$ cat config.mk
export PLATFORM = sky130hd
export DESIGN_NAME = screen_scan_seq
export DESIGN_NICKNAME = d
export VERILOG_FILES = /design/src/rtl/screen_scan_seq.sv
export SDC_FILE = /design/constraint.sdc
export NUM_CORES = 1
export LEC_CHECK = 0
export ABC_AREA = 1
export CORE_UTILIZATION = 51
export CTS_CLUSTER_SIZE = 14
export DETAILED_ROUTE_END_ITERATION = 16
export HOLD_SLACK_MARGIN = 0.08
export PLACE_DENSITY = 0.77
export SETUP_SLACK_MARGIN = 0.3
export SKIP_LAST_GASP = 1
export SLEW_MARGIN = 15
export SYNTH_ARGS = -nofsm -noshare
export SYNTH_HDL_FRONTEND = slang
export SYNTH_SLANG_ARGS = --single-unit
$ cat constraint.sdc
create_clock -name sck -period 2.1 [get_ports sck]
set_input_delay 0.315 -clock sck [delete_from_list [all_inputs] [get_ports sck]]
set_output_delay 0.315 -clock sck [all_outputs]
set_load 0.01 [all_outputs]
$ cat src/rtl/screen_scan_seq.sv
// rtl/screen_scan_seq.sv - pixel-address sequencer walking a cols x rows frame with line stride
// Optional continuous-frame mode: define SCAN_FRAME_LOOP_EN.
module screen_scan_seq #(
    parameter int ADDR_W = 13,
    parameter int COL_W  = 8,
    parameter int ROW_W  = 8
) (
    input  logic              sck,
    input  logic              rst,
    input  logic              start,
    input  logic              stop,
    input  logic [ADDR_W-1:0] base_addr,
    input  logic [ADDR_W-1:0] stride,
    input  logic [COL_W-1:0]  cols,
    input  logic [ROW_W-1:0]  rows,
    output logic [ADDR_W-1:0] addr,
    output logic              addr_valid,
    input  logic              addr_ready,
    output logic              line_start,
    output logic              busy,
    output logic              done
);

    localparam logic [1:0] ST_IDLE = 2'd0;
    localparam logic [1:0] ST_RUN  = 2'd1;
    localparam logic [1:0] ST_DONE = 2'd2;

    localparam logic [ADDR_W-1:0] ADDR_ONE = ADDR_W'(1);
    localparam logic [COL_W-1:0]  COL_ONE  = COL_W'(1);
    localparam logic [ROW_W-1:0]  ROW_ONE  = ROW_W'(1);

    logic [1:0]        state;
    logic [ADDR_W-1:0] addr_q;
    logic [ADDR_W-1:0] line_base;
    logic [ADDR_W-1:0] stride_q;
    logic [COL_W-1:0]  col;
    logic [COL_W-1:0]  cols_q;
    logic [ROW_W-1:0]  row;
    logic [ROW_W-1:0]  rows_q;
    logic              done_q;

    logic              geom_ok;
    logic              xfer;
    logic              last_col;
    logic              last_row;
    logic [ADDR_W-1:0] next_line_base;

    assign geom_ok        = (cols != '0) && (rows != '0);
    assign xfer           = (state == ST_RUN) && addr_ready;
    assign last_col       = (col == (cols_q - COL_ONE));
    assign last_row       = (row == (rows_q - ROW_ONE));
    assign next_line_base = line_base + stride_q;

    assign addr       = addr_q;
    assign addr_valid = (state == ST_RUN);
    assign busy       = (state == ST_RUN);
    assign line_start = (state == ST_RUN) && (col == '0);
    assign done       = done_q;

    always_ff @(posedge sck or posedge rst) begin
        if (rst) begin
            state     <= ST_IDLE;
            addr_q    <= '0;
            line_base <= '0;
            stride_q  <= '0;
            col       <= '0;
            cols_q    <= '0;
            row       <= '0;
            rows_q    <= '0;
            done_q    <= 1'b0;
        end else begin
            done_q <= 1'b0;
            case (state)
                ST_IDLE: begin
                    // stop has priority over start so a racing abort never launches a frame
                    if (start && !stop) begin
                        if (geom_ok) begin
                            stride_q  <= stride;
                            cols_q    <= cols;
                            rows_q    <= rows;
                            addr_q    <= base_addr;
                            line_base <= base_addr;
                            col       <= '0;
                            row       <= '0;
                            state     <= ST_RUN;
                        end else begin
                            state  <= ST_DONE;
                            done_q <= 1'b1;
                        end
                    end
                end
                ST_RUN: begin
                    if (stop) begin
                        state <= ST_IDLE;
                    end else if (xfer) begin
                        if (!last_col) begin
                            col    <= col + COL_ONE;
                            addr_q <= addr_q + ADDR_ONE;
                        end else if (!last_row) begin
                            // jump straight to the next line start, no idle cycle
                            col       <= '0;
                            row       <= row + ROW_ONE;
                            line_base <= next_line_base;
                            addr_q    <= next_line_base;
                        end else begin
                            done_q <= 1'b1;
`ifdef SCAN_FRAME_LOOP_EN
                            if (geom_ok) begin
                                stride_q  <= stride;
                                cols_q    <= cols;
                                rows_q    <= rows;
                                addr_q    <= base_addr;
                                line_base <= base_addr;
                                col       <= '0;
                                row       <= '0;
                            end else begin
                                state <= ST_DONE;
                            end
`else
                            state <= ST_DONE;
`endif
                        end
                    end
                end
                ST_DONE: begin
                    state <= ST_IDLE;
                end
                default: begin
                    state <= ST_IDLE;
                end
            endcase
        end
    end

endmodule

* After elaboration in Yosys (flattened, before gate mapping)
Cells that the tools add are included.
** Storage, ports and cells
- Output and inout port bits :: 17
- Input port bits :: 47
- Word-level logic and storage cells :: 79
- Register bits :: 74
** Operators by class
- Reduce and logical (&&, ||, !) cells :: 14
- Eq/ne operators :: 13
- $add $sub $neg :: 6
- Mux-type cells :: 37
** Operators by type and width (number)
- $mux W13 :: 9
- $mux W8 :: 10
- $pmux W13 S2 :: 2
- $pmux W8 S2 :: 2
- $add A8 B1 Y8 const B :: 2
- $eq A8 B8 Y1 :: 2
- $reduce_bool A8 Y1 :: 2
- $sub A8 B1 Y8 const B :: 2
- $add A13 B1 Y13 const B :: 1
- $add A13 B13 Y13 :: 1
- $mux W2 :: 6
- $ne A3 B2 Y1 const B :: 3
- $logic_not A8 Y1 :: 1
- $ne A2 B2 Y1 const B :: 4
- $reduce_and A7 Y1 :: 1
- $mux W1 :: 6
- $reduce_and A6 Y1 :: 1
- $logic_and A1 B1 Y1 :: 4
- $ne A2 B1 Y1 const B :: 2
- $pmux W2 S2 :: 1
- $reduce_and A4 Y1 :: 1
- $ne A3 B3 Y1 const B :: 1
- $reduce_and A3 Y1 :: 1
- $eq A2 B1 Y1 const B :: 1
- 4 further kinds :: 4

* Logic depth before layout (Yosys ltp)
- Depth after elaboration :: 7
- Gate-level depth with buffers :: 16
- Mapped depth without buffers :: 16

* Worst setup path before layout
No wires, ideal clock.
- Path kind :: reg-to-reg
- Start point :: register cols_q[0]
- End point :: register addr_q[10], in the netlist addr[10]
- Required time :: 1983 ps
- Cell stages (with the launch flop) :: 16
- Setup time :: 117 ps
- Setup slack :: 15 ps
- Buffers on the path :: 1
- Data arrival time :: 1968 ps
- Period minus slack after synthesis :: 2085 ps
- Path through :: dfrtp_1 -> inv_2 -> ha_1 -> inv_1 -> nand2_1 -> nand2_1 -> nand2_2 -> nor2_4 -> nand3_4 -> nor2_8 -> nand3_4 -> o21ai_4 -> nand2_4 -> buf_6 -> nand2_1 -> nand2_1
** On the way
- Word-level cells in the longest chain between the ends :: 6
- Elaborated cells between the ends (all ways) :: 8
** RTL lines
- start, declared :: line 37 : logic [COL_W-1:0] cols_q;
- start signal, assigned :: line 79 : cols_q <= cols;
- $sub A8 B1 Y8 * :: line 50 : assign last_col = (col == (cols_q - COL_ONE));
- $eq A8 B8 Y1 * :: line 50
- $mux W13 :: line 96 : if (!last_col) begin
- $mux W13 :: line 95 : end else if (xfer) begin
- $mux W13 :: line 93 : if (stop) begin
- $pmux W13 S2 :: line 73 : case (state)
- end signal, assigned :: line 81 : addr_q <= base_addr;
- end signal, assigned :: line 98 : addr_q <= addr_q + ADDR_ONE;
- end signal, assigned :: line 104 : addr_q <= next_line_base;
- end, declared :: line 33 : logic [ADDR_W-1:0] addr_q;
Mark *: on every way between the ends. The rest lies on a longest branch, timed or not. The select of a mux whose other input is x is not followed.
A chain may end at the register's enable or synchronous reset.

* Worst setup path in the final report
- Start point :: register rows_q[1]
- End point :: register addr_q[7], in the netlist addr[7]
** On the way
- Word-level cells in the longest chain between the ends :: 4
** RTL lines
- start, declared :: line 39 : logic [ROW_W-1:0] rows_q;
- start signal, assigned :: line 80 : rows_q <= rows;
- $sub A8 B1 Y8 :: line 51 : assign last_row = (row == (rows_q - ROW_ONE));
- $eq A8 B8 Y1 :: line 51
- $ne A3 B3 Y1 (no line)
- $reduce_and A6 Y1 (no line)
No other way between the ends.

==> flow_summary.ini <==
[outcome]
outcome = finished with violations
failed_checks = negative setup slack

[logic_synthesis]
yosysSeqAreaShare_pct = 34.8
synthFlopType = dfrtp_1
syn_avg_cell_area_um2 = 7.06
synth_top_area_share_pct = 34.8
yosys_warnings = 0
syn_inst = 753
synth_commonest_cells = nand2_1, inv_1, nand3_1, dfrtp_1, nor2_1
syn-num-nets = 819
synth-edff-count = 0
ys_ff_latch = 74
synthArstFlopShare_pct = 100
synth_area_mm2 = 0.00532
synth_most_common_cell = nand2_1
synth_top_area_cell = dfrtp_1
synth.area.top_cells = dfrtp_1, nand2_1, nand3_1
ys_types = 41

[cts]
cts.sinks = 74
cts_tree = yes
clk_path_buf_depth = 2
htreeDepth = 3
clkTransAtPathRegs_ns = 0.08
root_buffer = clkbuf_8
clkLatencyLatePin_ns = 0.37
hold_buffers = 0
cts_made_buffers = 9

[power]
power_mw = 6.58
powerDensity_mw_per_mm2 = 957
p_leak_nw = 3.42
max-vdd-ir-drop_mv = 0.557

[cells_and_area]
design_area_mm2 = 0.00687
diodes = 0
stdcell_count = 988
postLayoutCoreUtil_pct = 69.1
fillers = 833
synthToLayoutAreaGrowth_pct = 29.3
nets = 917
drive_gt1_share_pct = 16.7

[worst_setup_path]
r2r.worst_path.cells = 13
critPathKind = flop to flop
rr_endpoint = addr[7]
setup.worst_path.start = rows_q[1]
r2r_slack_ns = -0.02
crit_required_ns = 2.41
critPathCapture = addr[7]
crit_fanout = 9
end_kind = flop
timing.rr.start = rows_q[1]
arrival_ns = 2.42
start_kind = flop

[timing]
layout_setup_ws_ns = -0.0159
relSlewSlack_pct = 65.5
hold_viol_final = 0
setup_tns_ns = -0.0168
max_clock_freq_ghz = 0.473
post-route-period-util_pct = 101
setup-violations-final = 2
whs_ns = 0.329
rsz0062_at_grt = true
final.setup_skew_ns = 0.0108
fin_crit_ns = 2.12
worst_pin_slew_ns = 0.517
slew_violations = 0

[detailed_routing]
drc = 0
dr.pass1.iters = 5
num_vias = 5404
ant_nets = 0
routed_wl_mm = 15.0
wl_per_cell_um = 15.2
drtIter0Drc = 289
vias_per_cell = 5.47

[global_route]
antenna_found_initial = 0
grt_pass1_vias = 5331
grt.overflow.total = 0
grt_usage_pct = 27.5
grt_pass1_wl_mm = 24.0
grt_max_degree = 30

[flow_run]
max-cap-violations = 0

[placed_design]
place_inst = 950
io_buffer_count = 63
postPlaceCellArea_mm2 = 0.00627
place.gp.congestion = 0.906
place_hpwl_mm = 10.1
place_ws_ns = -0.123

[worst_hold_path]
min_path_type = primary input to asynchronous set/reset pin

[floorplanning]
die_h_um = 104
start_util_pct = 53.4
placementRows = 36
coreArea_mm2 = 0.00995
die_w_um = 104
io_pins = 64
die_area_mm2 = 0.0108
[worst max-delay path, cell delays in order, from the launching register on]
cell	delay [ns]
dfrtp_1	0.41
inv_2	0.09
ha_4	0.16
nand3_4	0.09
nor2_2	0.14
xor2_1	0.17
nand2_1	0.08
nor2_2	0.17
nand2_2	0.10
o21ai_4	0.18
buf_12	0.17
buf_12	0.13
nand3_1	0.08
nand2_1	0.09
[routing by layer]
metal / up-vias / GRT usage, % / part of all wire [%]
met3: 52 / 4.01 / 5.5
li1: 2597 / - / -
met1: 2544 / 32.5 / 41
met4: 0 / 13.7 / 3.4
met2: 211 / 48.4 / 50
met5: - / 0 / 0
[cells by family after synthesis]
kind of cell	after synthesis	synth area share (%)
DFF	74	34.8
xor gates and xnor gates	34	5.60
AOI/OAI and AO/OA	60	6.12
and+or+nand+nor	435	36.5
adders and majority gates	19	4.61
muxes	15	3.18
buffers and inverters	116	9.13
[cell type report]
cell class	instances	area, µm²	share of cell area (%)
well taps	133	166	2.42
clock buffers	12	145	2.11
inverters	90	343	4.99
multi-input cells	565	3150	45.9
repair buffers	111	1170	17.1
clock inverters	3	40.0	0.582
flip-flops and latches	74	1850	27.0
[what timing repair did]
action	in CTS	in global routing
buffers inserted	12	5
gates resized for setup	26	32
pin swaps	3	7
endpoints found under the setup margin	56	64
cloned	4	2
[worst min path at each step]
| stage | startpoint | endpoint | slack, ns | cells past startpoint |
|---|---|---|---|---|
| after global routing | rst | rows_q[3] | 0.38 | 2 |
| after detailed placement | line_base[0] | line_base[0] | 0.49 | 2 |
| final | rst | done | 0.33 | 2 |
| after floorplan | line_base[0] | line_base[0] | 0.47 | 2 |
| after CTS | rst | rows_q[4] | 0.34 | 2 |
| after global placement | line_base[5] | line_base[5] | 0.48 | 2 |
[sequential cells by signal (all words and copies together) (netlist names)]
register	cells
col	8
rows_q	8
state	2
cols_q	8
addr	13
line_base	13
row	8
stride_q	13
done	1
[report_power, final]
group          total [mW]  internal, mW  switching, mW
registers            2.09          1.75          0.343
logic                3.35          1.44           1.91
clock network        1.13         0.573          0.560
total                6.58          3.76           2.82
[placed cells by master (no fill, tap or decap), types with 10 or more instances in the layout]
cell type | Yosys | layout
nand2_1 | 243 | 237
clkdlybuf4s50_1 | 0 | 60
buf_4 | 1 | 32
xor2_1 | 22 | 22
nand4_1 | 20 | 20
ha_1 | 18 | 15
xnor2_1 | 12 | 12
inv_2 | 6 | 11
nand3_1 | 76 | 68
inv_1 | 83 | 77
o21ai_1 | 21 | 25
o21ai_0 | 23 | 18
clkbuf_8 | 0 | 10
dfrtp_1 | 74 | 73
mux2_2 | 15 | 15
nor2_1 | 56 | 50
No activity file was read; power rests on OpenSTA's default activity.
